--- src/rtl/gray_codec_pipe.sv ---
// Single-stage binary<->Gray converter with valid/ready handshake and a Gray-domain step detector.
// Optional transaction counter enabled by defining GRAY_CODEC_TXN_CNT_EN.
module gray_codec_pipe #(
  parameter int WIDTH = 4
) (
  input  logic             clk,
  input  logic             rst,
  input  logic             in_valid,
  output logic             in_ready,
  input  logic             in_mode,
  input  logic [WIDTH-1:0] in_data,
  output logic             out_valid,
  input  logic             out_ready,
  output logic [WIDTH-1:0] out_data,
  output logic             out_mode,
  output logic             out_step
`ifdef GRAY_CODEC_TXN_CNT_EN
  ,
  output logic [15:0]      txn_cnt
`endif
);

  // Handshake: a word moves across a port only on a rising edge where valid && ready.
  // The output register is a one-deep skid-free stage, so it can take a new word
  // when it is empty or is being drained in the same cycle.
  logic             accept;
  logic [WIDTH-1:0] gray_of_bin;
  logic [WIDTH-1:0] bin_of_gray;
  logic [WIDTH-1:0] gray_in;
  logic [WIDTH-1:0] result;
  logic [WIDTH-1:0] last_gray;
  logic [WIDTH-1:0] diff;
  logic             have_last;
  logic             one_hot;
  logic             step_next;

  assign in_ready = !out_valid || out_ready;
  assign accept   = in_valid && in_ready;

  always_comb begin
    gray_of_bin = in_data ^ (in_data >> 1);
    bin_of_gray = '0;
    bin_of_gray[WIDTH-1] = in_data[WIDTH-1];
    for (int i = WIDTH - 2; i >= 0; i--) begin
      bin_of_gray[i] = bin_of_gray[i+1] ^ in_data[i];
    end
  end

  // Step detection always works on Gray codes, whichever direction the word travels.
  always_comb begin
    gray_in   = in_mode ? in_data : gray_of_bin;
    result    = in_mode ? bin_of_gray : gray_of_bin;
    diff      = gray_in ^ last_gray;
    one_hot   = (diff != '0) && ((diff & (diff - WIDTH'(1))) == '0);
    step_next = have_last && one_hot;
  end

  always_ff @(posedge clk) begin
    if (rst) begin
      out_valid <= 1'b0;
      out_data  <= '0;
      out_mode  <= 1'b0;
      out_step  <= 1'b0;
      last_gray <= '0;
      have_last <= 1'b0;
    end else if (accept) begin
      out_valid <= 1'b1;
      out_data  <= result;
      out_mode  <= in_mode;
      out_step  <= step_next;
      last_gray <= gray_in;
      have_last <= 1'b1;
    end else if (out_ready) begin
      out_valid <= 1'b0;
    end
  end

`ifdef GRAY_CODEC_TXN_CNT_EN
  always_ff @(posedge clk) begin
    if (rst) begin
      txn_cnt <= 16'h0000;
    end else if (accept) begin
      txn_cnt <= txn_cnt + 16'h0001;
    end
  end
`endif

endmodule

--- config.mk ---
export PLATFORM = sky130hd
export DESIGN_NAME = gray_codec_pipe
export DESIGN_NICKNAME = d
export VERILOG_FILES = /design/src/rtl/gray_codec_pipe.sv
export SDC_FILE = /design/constraint.sdc
export NUM_CORES = 1
export LEC_CHECK = 0
export ABC_CLOCK_PERIOD_IN_PS = 1900
export CAP_MARGIN = 20
export CORE_UTILIZATION = 45
export CTS_BUF_LIST = sky130_fd_sc_hd__clkbuf_4 sky130_fd_sc_hd__clkbuf_8
export CTS_CLUSTER_DIAMETER = 200
export CTS_CLUSTER_SIZE = 14
export DETAILED_ROUTE_END_ITERATION = 10
export PLACE_DENSITY = 0.77
export SYNTH_ARGS = -nofsm -noshare
export SYNTH_HDL_FRONTEND = slang
export SYNTH_SLANG_ARGS = --single-unit
export TNS_END_PERCENT = 1
--- constraint.sdc ---
create_clock -name clk -period 1.9 [get_ports clk]
set_clock_uncertainty 0.2 [all_clocks]
set_input_delay 0.38 -clock clk [delete_from_list [all_inputs] [get_ports clk]]
set_output_delay 0.38 -clock clk [all_outputs]
set_load 0.02 [all_outputs]
Word level (Yosys, flattened, before mapping). Cells that the tools add are included.

Mux-type cells: 4. Add/sub/neg operators: 1. $lt $le $gt $ge: 0. Eq/ne operators: 0. Reduce and logical (&&, ||, !) cells: 8. Div/mod/pow operators: 0. Bitwise logic cells: 6. Multiply operators: 0. Shift-type cells: 0.

Operator list (number): two-way mux 4 bit (2); AND 4 bit (1); logical NOT 4 bit (1); nonzero test 4 bit (1); subtractor 4 x 1 -> 4 bit, second input constant (1); bitwise XOR 4 x 3 -> 4 bit (1); bitwise XOR 4 bit (1); logical AND 1 bit (3); bitwise XOR 1 bit (3); two-way mux 1 bit (2); nonzero test 2 bit (1); logical NOT 1 bit (1); logical OR 1 bit (1).

Latch bits: 0. Register bits after elaboration: 12. Memories: 0. ROM bits: 0. Output and inout port bits: 8. RAM bits: 0. Logic and storage cells: 25.

Longest topological paths before layout. Gate-level depths: netlist (run 1).

Depth after elaboration: 8. Mapped depth: 6.

Least setup slack after synthesis (run 1). OpenSTA, ideal clock, no wires.

Path type: input port to flip-flop. From: in in_data[2]. To: reg out_step. Cell stages on the path: 6. Path buffers: 1. Setup time: 0.116 ns. Arrival time: 1.517 ns. Path slack: 0.067 ns. Cells stage by stage: buf_6 -> xor2_2 -> xor2_1 -> a31oi_1 -> or3b_1 -> a41o_1.

Cells in the longest elaborated chain, start to end: 8. Elaborated cells on any way between the ends: 9. Classes of those cells: 1 x add/sub; 1 x mux; 3 x bitwise; 4 x reduce/logical.

Ends and longest elaborated chain: start: declaration (line 11) `input logic [WIDTH-1:0] in_data,`; bitwise XOR 4 x 3 -> 4 bit (line 41) `gray_of_bin = in_data ^ (in_data >> 1);`; two-way mux 4 bit (*) (line 51) `gray_in = in_mode ? in_data : gray_of_bin;`; bitwise XOR 4 bit (*) (line 53) `diff = gray_in ^ last_gray;`; subtractor 4 x 1 -> 4 bit (line 54) `one_hot = (diff != '0) && ((diff & (diff - WIDTH'(1))) == '0);`; AND 4 bit (line 54); logical NOT 4 bit (line 54); logical AND 1 bit (*) (line 54); logical AND 1 bit (*) (line 55) `step_next = have_last && one_hot;`; end signal: assignment (line 70) `out_step <= step_next;`; end: declaration (line 16) `output logic out_step`.

Every way passes the cells marked *; elsewhere a longest branch is shown, timed or not. A chain may end at the register's enable or synchronous reset.

Worst setup path in the final report (run 1).
From: in out_ready. To: out in_ready.

Cells in the longest elaborated chain, start to end: 1.

Ends and longest elaborated chain: start: declaration (line 13) `input logic out_ready,`; logical OR 1 bit (line 37) `assign in_ready = !out_valid || out_ready;`; end: declaration (line 9) `output logic in_ready,`.

No other way between the ends.

==> results of run 1 <==
==> critical path, cell delays in order <==
cell and delay, ns:
sky130_fd_sc_hd__clkdlybuf4s50_1 0.45, sky130_fd_sc_hd__nand2b_1 0.12, sky130_fd_sc_hd__clkdlybuf4s15_1 0.30
==> sequential cells by signal (all words and copies together), names as in the netlist <==
name,cells
have_last,1
last_gray,3
out_data,4
out_mode,1
out_step,1
out_valid,1
==> through the flow <==
step | utilization, % | total power [mW] | setup TNS (ns)
finish | 68.9 | 0.611 | 0
global placement | 65.5 | 0.441 | -0.884
floorplan | - | 0.380 | 0
global route | 68.9 | 0.643 | 0
detailed placement | 65.5 | 0.446 | -1.27
CTS | 67.3 | 0.608 | -0.148
==> metal layers <==
metal	share of wire (%)	up-vias
li1	-	340
met1	44	304
met2	49	18
met3	4.4	7
met4	2.7	0
met5	0	-
==> cells in the mapped netlist, types with 2 or more instances <==
master,instances
sky130_fd_sc_hd__clkbuf_1,3
sky130_fd_sc_hd__buf_6,2
sky130_fd_sc_hd__a21oi_1,7
sky130_fd_sc_hd__xor2_1,4
sky130_fd_sc_hd__nand4b_1,2
sky130_fd_sc_hd__dfxtp_1,11
sky130_fd_sc_hd__a211oi_1,3
sky130_fd_sc_hd__xnor2_1,7
sky130_fd_sc_hd__nor2_1,5
sky130_fd_sc_hd__nor2b_1,2
sky130_fd_sc_hd__nor3_1,4
sky130_fd_sc_hd__nand2_1,12
sky130_fd_sc_hd__o21ai_0,2
sky130_fd_sc_hd__nor3b_1,4
==> cells by family after synthesis <==
family | Yosys count | share of synthesized area (%)
buf+inv | 9 | 9.80
xor+xnor | 12 | 16.0
compound gates | 17 | 15.3
flops | 11 | 31.4
simple gates | 36 | 27.5
==> layout by cell type (no fill, tap or decap), types with 2 or more instances in the layout <==
cell	Yosys	final
sky130_fd_sc_hd__clkdlybuf4s50_1	0	12
sky130_fd_sc_hd__nor3_1	4	4
sky130_fd_sc_hd__a211oi_1	3	3
sky130_fd_sc_hd__dlymetal6s2s_1	0	2
sky130_fd_sc_hd__nor2b_1	2	2
sky130_fd_sc_hd__dfxtp_1	11	11
sky130_fd_sc_hd__nor3b_1	4	4
sky130_fd_sc_hd__nand4b_1	2	2
sky130_fd_sc_hd__xor2_1	4	4
sky130_fd_sc_hd__a21oi_1	7	7
sky130_fd_sc_hd__o21ai_0	2	2
sky130_fd_sc_hd__nor2_1	5	5
sky130_fd_sc_hd__nand2_1	12	12
sky130_fd_sc_hd__buf_4	1	13
sky130_fd_sc_hd__clkbuf_4	0	3
sky130_fd_sc_hd__xnor2_1	7	6
==> what timing repair did <==
item	4_1_cts	5_1_grt
setup endpoints to repair	3	2
pin swaps	0	1
buffers inserted	0	1
resized for setup	2	4
==> area by class of cell <==
type | instances | area, sq um | area share (%)
inverters | 1 | 3.75 | 0.394
flip-flops and latches | 11 | 220 | 23.1
clock buffers | 3 | 22.5 | 2.37
repair buffers | 29 | 262 | 27.5
multi-input cells | 65 | 420 | 44.2
well taps | 15 | 18.8 | 1.97
clock inverters | 1 | 5.00 | 0.526
==> power by group <==
part | internal [mW] | switching [mW]
clock | 0.0781 | 0.0857
sequential | 0.247 | 0.0139
combinational | 0.0977 | 0.0881
==> worst paths after layout <==
check,from,endpoint,slack [ns],cells past startpoint
worst max-delay path,out_ready,in_ready,0.07,3
worst min-delay path,out_data[0],out_data[0],0.25,2
worst max register to register,last_gray[2],out_step,0.14,5
worst min register to register,out_data[0],out_data[0],0.25,2
==> out/qor.csv, run 1 <==
stage,metric,value,unit
clock_network,hold-fix buffer count after cts,0,
clock_network,Num CTS Buffers,3,
timing,measured slew at the worst slew-check pin,0.295,ns
final_layout,final instance area,952,sq um
timing,count of final hold-check violations,0,
clock_network,maximum buffer depth of the clock tree,2,
timing,worst hold slack after final layout,0.255,ns
global_routing,layer with the highest usage after global routing,met2,
placement,Cells after DPL,120,
final_layout,proportion of layout cells with a drive suffix above 1,18.2,%
global_routing,global-route congestion overflow total,0,
floorplan,starting utilization of the core area,50.8,%
power_and_ir_drop,power density relative to cell area,641,nW/um^2
floorplan,Die Y,41.5,um
placement,IO Port Bufs,16,
clock_network,latest clock arrival within the worst-skew pair,0.27,ns
synthesis,net count of the mapped netlist,94,
power_and_ir_drop,Pleak,0.407,nW
critical_path,startpoint type of the worst setup path,input port,
floorplan,standard-cell rows,13,
final_layout,total of fill cells in the finished design,108,
timing,RSZ-0062 raised after global routing,no,
drt,number of violations reported at the end of detailed-routing iteration 0,17,
synthesis,synthesis warning total,0,
synthesis,cell count after synthesis,85,
drt,detailed-route via count,669,
clock_network,clock root buffer,sky130_fd_sc_hd__clkbuf_4,
run,# Max-Cap Violations,0,
critical_path,worst setup path class,input port to output port,
final_layout,area overhead of the layout relative to synthesis,35.7,%
critical_path,"Req. time, crit path",1.32,ns
floorplan,CORE AREA,1380,sq um
synthesis,"EDFF count, synth",0,
floorplan,I/O pin total,17,
timing,maximum frequency from static timing analysis,545,MHz
synthesis,share of the synthesized area in the top cell type,31.4,%
critical_path,maximum fanout along the worst path,2,
final_layout,post-route non-filler standard cell count,125,
global_routing,global-route met1 utilization,20.5,%
global_routing,all-layer global routing usage,19.5,%
drt,number of antenna-violating nets in the routed design,0,
synthesis,primary flip-flop cell chosen by synthesis mapping,sky130_fd_sc_hd__dfxtp_1,
worst_hold_path,type of the tightest min-delay check,flip-flop to flip-flop,
synthesis,synth top area cells,"sky130_fd_sc_hd__dfxtp_1, sky130_fd_sc_hd__xnor2_1, sky130_fd_sc_hd__nand2_1",
placement,placed inst area,906,sq um
synthesis,share of synthesized area occupied by flip-flops and latches,31.4,%
critical_path,Critical Path End Type,output port,
global_routing,met3 Resource Use GR,4.35,%
global_routing,maximum number of pins on one net before global-route repair,11,
synthesis,average size of a mapped cell,8.26,sq um
clock_network,clock-pin transition on the worst setup and hold timing paths,0.08,ns
floorplan,die boundary width,41.5,um
clock_network,Sink Count,11,
global_routing,via count of the first global-routing pass,652,
placement,final RePlAce weighted congestion,0.828,
floorplan,Die Outline Area,1720,sq um
power_and_ir_drop,peak supply drop,0.000476,V
global_routing,global-route wire length before repair,2.55,mm
synthesis,combined area of all synthesized cells,702,sq um
timing,max-slew violations,0,
timing,Max-slew headroom,80.2,%
critical_path,data arrival at the endpoint of the critical path,1.25,ns
run_status,status,finished clean,
synthesis,cell accounting for the most synthesized area,sky130_fd_sc_hd__dfxtp_1,
drt,final routed DRC violation total,0,
timing,setup slack of the critical path after layout,0.0662,ns
timing,fin crit share,96.5,%
final_layout,count of nets after finishing,120,
drt,average via count per standard cell,5.35,
synthesis,register bit total from synthesis,11,
timing,total of endpoints with negative setup slack in the final report,0,
clock_network,H-Tree Depth,1,
global_routing,met2 track demand over resource in global routing,35.0,%
placement,setup slack at placement,-0.447,ns
final_layout,Antenna diodes,0,
drt,count of TritonRoute iterations in the first routing pass,4,
timing,final critical delay including setup and external delays,1.83,ns
synthesis,number of distinct library cells after synthesis,31,
drt,total wirelength of the detailed-routed design,1.50,mm
global_routing,initial antenna violation count,0,
placement,Detail Placement HPWL,1.12,mm
synthesis,Synth async-reset ratio,0,%
clock_network,CTS tree,done,
drt,WL per Instance,12.0,um
No activity file was read; power rests on OpenSTA's default activity.
==> inputs of run 2 (changes only) <==
--- a/config.mk
+++ b/config.mk
@@ -6,13 +6,13 @@
 export NUM_CORES = 1
 export LEC_CHECK = 0
 export ABC_CLOCK_PERIOD_IN_PS = 1900
-export CAP_MARGIN = 20
 export CORE_UTILIZATION = 45
 export CTS_BUF_LIST = sky130_fd_sc_hd__clkbuf_4 sky130_fd_sc_hd__clkbuf_8
 export CTS_CLUSTER_DIAMETER = 200
 export CTS_CLUSTER_SIZE = 14
 export DETAILED_ROUTE_END_ITERATION = 10
 export PLACE_DENSITY = 0.77
+export SETUP_SLACK_MARGIN = 0.2
 export SYNTH_ARGS = -nofsm -noshare
 export SYNTH_HDL_FRONTEND = slang
 export SYNTH_SLANG_ARGS = --single-unit
==> run 2 against run 1 <==
  * Register-to-register slack gained 0.04 ns
  * First-iteration DRC count shrank 59%
  * Via count grew 0.60%
  * Power grew 2.4%
  * Critical path depth shrank 2
  * Sequential power is essentially flat
  * Non-clock buffer count grew 3
  * Combinational power grew 4%
  * Hold slack is essentially flat
  * Global-route usage shrank 1.1 points
  * Die area is the same
  * Count of clock-buffer cells in the layout grew 1
  * Critical path type is now flip-flop to output port
  * Critical endpoint is now out_data[1]
  * Largest power group unchanged
==> out/qor.csv, run 2 (same netlist as run 1, synthesis figures left out) <==
stage,metric,value,unit
run_status,status,finished clean,
critical_path,reg2reg setup slack,0.18,ns
final_layout,"most common cell after layout, fill and taps aside",sky130_fd_sc_hd__buf_4,
critical_path,Critical Path End Type,output port,
floorplan,Die Outline Area,1720,sq um
drt,number of violations reported at the end of detailed-routing iteration 0,7,
placement,Detail Placement HPWL,1.12,mm
placement,setup slack at placement,-0.355,ns
timing,final critical delay including setup and external delays,1.77,ns
placement,IO Port Bufs,16,
critical_path,Max stage delay on crit path,0.60,ns
power_and_ir_drop,net switching share of the total power,29.0,%
clock_network,CTS tree,done,
timing,fin crit share,93.4,%
critical_path,worst-case reg-to-reg path depth,5,
floorplan,CORE AREA,1380,sq um
power_and_ir_drop,clock network fraction of total power,27.1,%
critical_path,worst setup path class,flip-flop to output port,
global_routing,initial antenna violation count,0,
timing,Max-slew headroom,75.9,%
critical_path,startpoint type of the worst setup path,flip-flop,
timing,setup slack of the critical path after layout,0.126,ns
final_layout,proportion of layout cells with a drive suffix above 1,23.0,%
global_routing,via count of the first global-routing pass,591,
global_routing,global-route congestion overflow total,0,
clock_network,Num CTS Buffers,3,
power_and_ir_drop,peak supply drop,0.000511,V
drt,total wirelength of the detailed-routed design,1.59,mm
clock_network,maximum buffer depth of the clock tree,2,
drt,average via count per standard cell,5.26,
power_and_ir_drop,power density relative to cell area,630,nW/um^2
final_layout,"flip-flop count of the largest register, all copies and words added",4,
drt,final routed DRC violation total,0,
floorplan,standard-cell rows,13,
timing,max-slew violations,0,
timing,measured slew at the worst slew-check pin,0.360,ns
timing,count of final hold-check violations,0,
critical_path,"Largest delay share family, worst path",buffers and inverters,
timing,total of endpoints with negative setup slack in the final report,0,
drt,detailed-route via count,673,
floorplan,Die Y,41.5,um
drt,WL per Instance,12.5,um
global_routing,all-layer global routing usage,18.4,%
clock_network,clock root buffer,sky130_fd_sc_hd__clkbuf_4,
final_layout,count of nets after finishing,123,
clock_network,Sink Count,11,
final_layout,"commonest non-fill, non-tap cells in the layout","sky130_fd_sc_hd__buf_4, sky130_fd_sc_hd__nand2_1, sky130_fd_sc_hd__dfxtp_1",
drt,number of antenna-violating nets in the routed design,0,
final_layout,top flop regs,"out_data (4), last_gray (3)",
power_and_ir_drop,share of power burned in registers,41.8,%
clock_network,clock-pin transition on the worst setup and hold timing paths,0.07,ns
critical_path,maximum fanout along the worst path,2,
critical_path,"Req. time, crit path",1.32,ns
power_and_ir_drop,total power draw,0.625,mW
critical_path,slowest cell on the critical path,sky130_fd_sc_hd__clkdlybuf4s50_1,
floorplan,I/O pin total,17,
floorplan,die boundary width,41.5,um
power_and_ir_drop,Pleak,0.451,nW
final_layout,Antenna diodes,0,
critical_path,CP Cell Sequence,clkdlybuf4s50_1,
timing,maximum frequency from static timing analysis,564,MHz
timing,RSZ-0062 raised after global routing,yes,
worst_hold_path,hold depth,2,
run,# Max-Cap Violations,0,
critical_path,Buffers & Inverters on Critical Path,1,
final_layout,area overhead of the layout relative to synthesis,41.4,%
worst_hold_path,type of the tightest min-delay check,flip-flop to flip-flop,
power_and_ir_drop,combinational group share of total power,31.0,%
floorplan,starting utilization of the core area,50.8,%
placement,final RePlAce weighted congestion,0.736,
global_routing,maximum number of pins on one net before global-route repair,11,
critical_path,data arrival at the endpoint of the critical path,1.19,ns
critical_path,WP depth,1,
drt,count of TritonRoute iterations in the first routing pass,4,
global_routing,global-route wire length before repair,2.45,mm
final_layout,largest reg by FF count,out_data,
clock_network,H-Tree Depth,1,
clock_network,latest clock arrival within the worst-skew pair,0.26,ns
power_and_ir_drop,Switching Power,0.181,mW
power_and_ir_drop,internal power consumption,0.444,mW
run 2: worst paths after layout:
kind | from | end
setup / recovery | out_data[1] | out_data[1]
hold / removal | out_data[1] | out_data[1]
setup reg to reg | last_gray[2] | out_step
hold reg to reg | out_data[1] | out_data[1]
run 2: repair_timing:
item,4_1_cts,5_1_grt
setup buffers,0,3
pin swaps,1,6
setup endpoints to repair,14,16
hold buffers,0,0
gates resized for setup,4,11
run 2: cell type report:
type / instances / area (sq um)
Clock buffer: 4 / 30.0
Fill cell: 113 / 390
Inverter: 1 / 3.75
Multi-Input combinational cell: 65 / 432
Sequential cell: 11 / 220
Tap cell: 15 / 18.8
Timing Repair Buffer: 32 / 288
run 2: through the flow:
stage                     utilization, %  setup TNS [ns]  hold WS [ns]  cell area [sq um]  cells
after global placement              66.1          -0.824         0.243                913    121
after floorplan                        -               0         0.241                706     85
after global routing                71.8               0         0.270                992    128
after detailed placement            66.1           -1.16         0.248                913    121
final                               71.8               0         0.255                992    128
after CTS                           68.5               0         0.258                947    125
run 2: per-layer routing:
layer | wire length [um] | up-vias | global-route usage (%)
li1 | - | 347 | -
met1 | 729 | 311 | 22.2
met2 | 803 | 13 | 31.3
met3 | 54 | 2 | 6.52
met4 | 6 | 0 | 3.87
met5 | 0 | - | 0
run 2: power by group through the flow:
stage,clock network (mW),logic (mW),registers [mW]
2_1_floorplan,0,0.109,0.271
4_1_cts,0.174,0.184,0.261
3_5_place_dp,0,0.182,0.266
3_3_place_gp,0,0.178,0.266
5_1_grt,0.190,0.209,0.263
6_report,0.170,0.194,0.261
==> inputs of run 3 (changes only) <==
--- a/config.mk
+++ b/config.mk
@@ -6,12 +6,12 @@
 export NUM_CORES = 1
 export LEC_CHECK = 0
 export ABC_CLOCK_PERIOD_IN_PS = 1900
-export CORE_UTILIZATION = 45
+export CORE_UTILIZATION = 43
 export CTS_BUF_LIST = sky130_fd_sc_hd__clkbuf_4 sky130_fd_sc_hd__clkbuf_8
 export CTS_CLUSTER_DIAMETER = 200
 export CTS_CLUSTER_SIZE = 14
 export DETAILED_ROUTE_END_ITERATION = 10
-export PLACE_DENSITY = 0.77
+export PLACE_DENSITY = 0.74
 export SETUP_SLACK_MARGIN = 0.2
 export SYNTH_ARGS = -nofsm -noshare
 export SYNTH_HDL_FRONTEND = slang
==> run 3 against run 2 <==
  * Die area is 4.4% higher
  * Routed wire length decreased by 15%
  * Clock power barely moved
  * Final cell count is 2.3% higher
  * Global-route usage decreased by 0.60 points
==> out/qor.csv, run 3 (same netlist as run 1, synthesis figures left out) <==
stage,metric,value,unit
power_and_ir_drop,Pleak,0.458,nW
timing,final critical delay including setup and external delays,1.78,ns
drt,total wirelength of the detailed-routed design,1.36,mm
critical_path,Max stage delay on crit path,0.60,ns
clock_network,maximum buffer depth of the clock tree,2,
drt,number of violations reported at the end of detailed-routing iteration 0,5,
placement,Cells after DPL,126,
worst_hold_path,Hold Path Sink,out_data[1],
final_layout,utilization of the core after routing,65.2,%
floorplan,I/O pin total,17,
timing,measured slew at the worst slew-check pin,0.265,ns
critical_path,CP Cell Sequence,clkdlybuf4s50_1,
final_layout,total of fill cells in the finished design,138,
floorplan,Die Y,42.4,um
clock_network,clock root buffer,sky130_fd_sc_hd__clkbuf_4,
critical_path,FF-to-FF End,out_step,
critical_path,Critical Path End Type,output port,
drt,final routed DRC violation total,0,
floorplan,Die Outline Area,1800,sq um
global_routing,global-route wire length before repair,2.41,mm
placement,IO Port Bufs,16,
final_layout,Antenna diodes,0,
critical_path,"Req. time, crit path",1.32,ns
floorplan,CORE AREA,1520,sq um
worst_hold_path,hold depth,2,
critical_path,Buffers & Inverters on Critical Path,1,
critical_path,Worst R2R Start,last_gray[2],
timing,worst hold slack after final layout,0.256,ns
drt,count of TritonRoute iterations in the first routing pass,3,
timing,RSZ-0062 raised after global routing,yes,
critical_path,worst-case reg-to-reg path depth,5,
critical_path,data arrival at the endpoint of the critical path,1.20,ns
final_layout,"flip-flop count of the largest register, all copies and words added",4,
floorplan,starting utilization of the core area,46.1,%
final_layout,area overhead of the layout relative to synthesis,41.5,%
power_and_ir_drop,Switching Power,0.175,mW
placement,final RePlAce weighted congestion,0.850,
drt,detailed-route via count,653,
global_routing,via count of the first global-routing pass,602,
final_layout,final instance area,993,sq um
timing,maximum frequency from static timing analysis,562,MHz
final_layout,proportion of layout cells with a drive suffix above 1,24.3,%
run,# Max-Cap Violations,0,
final_layout,"most common cell after layout, fill and taps aside",sky130_fd_sc_hd__buf_4,
placement,Detail Placement HPWL,1.09,mm
power_and_ir_drop,net switching share of the total power,28.2,%
timing,Max-slew headroom,82.2,%
power_and_ir_drop,combinational group share of total power,30.5,%
critical_path,"Largest delay share family, worst path",buffers and inverters,
floorplan,standard-cell rows,14,
final_layout,post-route non-filler standard cell count,131,
drt,average via count per standard cell,4.98,
critical_path,worst setup path class,flip-flop to output port,
clock_network,latest clock arrival within the worst-skew pair,0.27,ns
critical_path,slowest cell on the critical path,sky130_fd_sc_hd__clkdlybuf4s50_1,
power_and_ir_drop,clock network fraction of total power,27.4,%
clock_network,CTS tree,done,
global_routing,initial antenna violation count,0,
timing,fin crit share,93.6,%
power_and_ir_drop,peak supply drop,0.000570,V
critical_path,maximum fanout along the worst path,2,
final_layout,count of nets after finishing,125,
floorplan,die boundary width,42.4,um
critical_path,reg2reg setup slack,0.21,ns
timing,max-slew violations,0,
clock_network,H-Tree Depth,1,
clock_network,Num CTS Buffers,3,
run_status,status,finished clean,
global_routing,global-route congestion overflow total,0,
clock_network,clock-pin transition on the worst setup and hold timing paths,0.07,ns
final_layout,largest reg by FF count,out_data,
timing,Total Neg Setup Slack,0,ns
power_and_ir_drop,share of power burned in registers,42.1,%
global_routing,all-layer global routing usage,17.8,%
global_routing,maximum number of pins on one net before global-route repair,9,
worst_hold_path,launch instance of the worst min-delay path,out_data[1],
power_and_ir_drop,power density relative to cell area,625,nW/um^2
timing,total of endpoints with negative setup slack in the final report,0,
power_and_ir_drop,internal power consumption,0.446,mW
drt,WL per Instance,10.4,um
clock_network,Sink Count,11,
worst_hold_path,type of the tightest min-delay check,flip-flop to flip-flop,
placement,placed inst area,945,sq um
final_layout,"commonest non-fill, non-tap cells in the layout","sky130_fd_sc_hd__buf_4, sky130_fd_sc_hd__nand2_1, sky130_fd_sc_hd__dfxtp_1",
drt,number of antenna-violating nets in the routed design,0,
critical_path,startpoint type of the worst setup path,flip-flop,
timing,count of final hold-check violations,0,
final_layout,top flop regs,"out_data (4), last_gray (3)",
critical_path,crit path from,out_mode,
-- run 3: worst max path at each step --
stage / endpoint / slack [ns] / depth (start not counted)
after floorplan: out_step / 0.12 / 6
after global placement: out_step / -0.31 / 6
after detailed placement: out_step / -0.37 / 6
after CTS: out_step / 0.01 / 5
after global routing: out_step / 0.07 / 1
final: out_mode / 0.12 / 1
-- run 3: power groups by stage --
stage	Sequential [mW]	Combinational (mW)	Clock (mW)
floorplan	0.271	0.109	0
global placement	0.265	0.186	0
detailed placement	0.266	0.189	0
CTS	0.261	0.188	0.182
global route	0.263	0.210	0.193
finish	0.261	0.189	0.170
-- run 3: area by class of cell --
type / count / area [sq um] / area share [%]
inverter: 1 / 3.75 / 0.378
sequential: 11 / 221 / 22.3
timing repair buffer: 34 / 298 / 30.0
tap: 16 / 20.0 / 2.02
multi-input combinational: 65 / 420 / 42.3
clock buffer: 4 / 30.0 / 3.02
-- run 3: routing by layer --
layer	global-route usage, %	wire length, um
met5	0	0
met3	8.19	71
met2	29.8	658
met4	1.88	0
met1	21.4	630
-- run 3: timing repair --
item | CTS | global route
gates resized for setup | 3 | 11
hold buffers | 0 | 0
endpoints found under the setup margin | 13 | 15
pin swaps | 0 | 3
buffers inserted | 0 | 1
-- run 3: metrics by stage --
stage	worst slack, ns	total power, mW
final	0.122	0.621
after global routing	0.0724	0.666
after floorplan	0.118	0.380
after CTS	0.0138	0.631
after detailed placement	-0.365	0.455
after global placement	-0.312	0.451
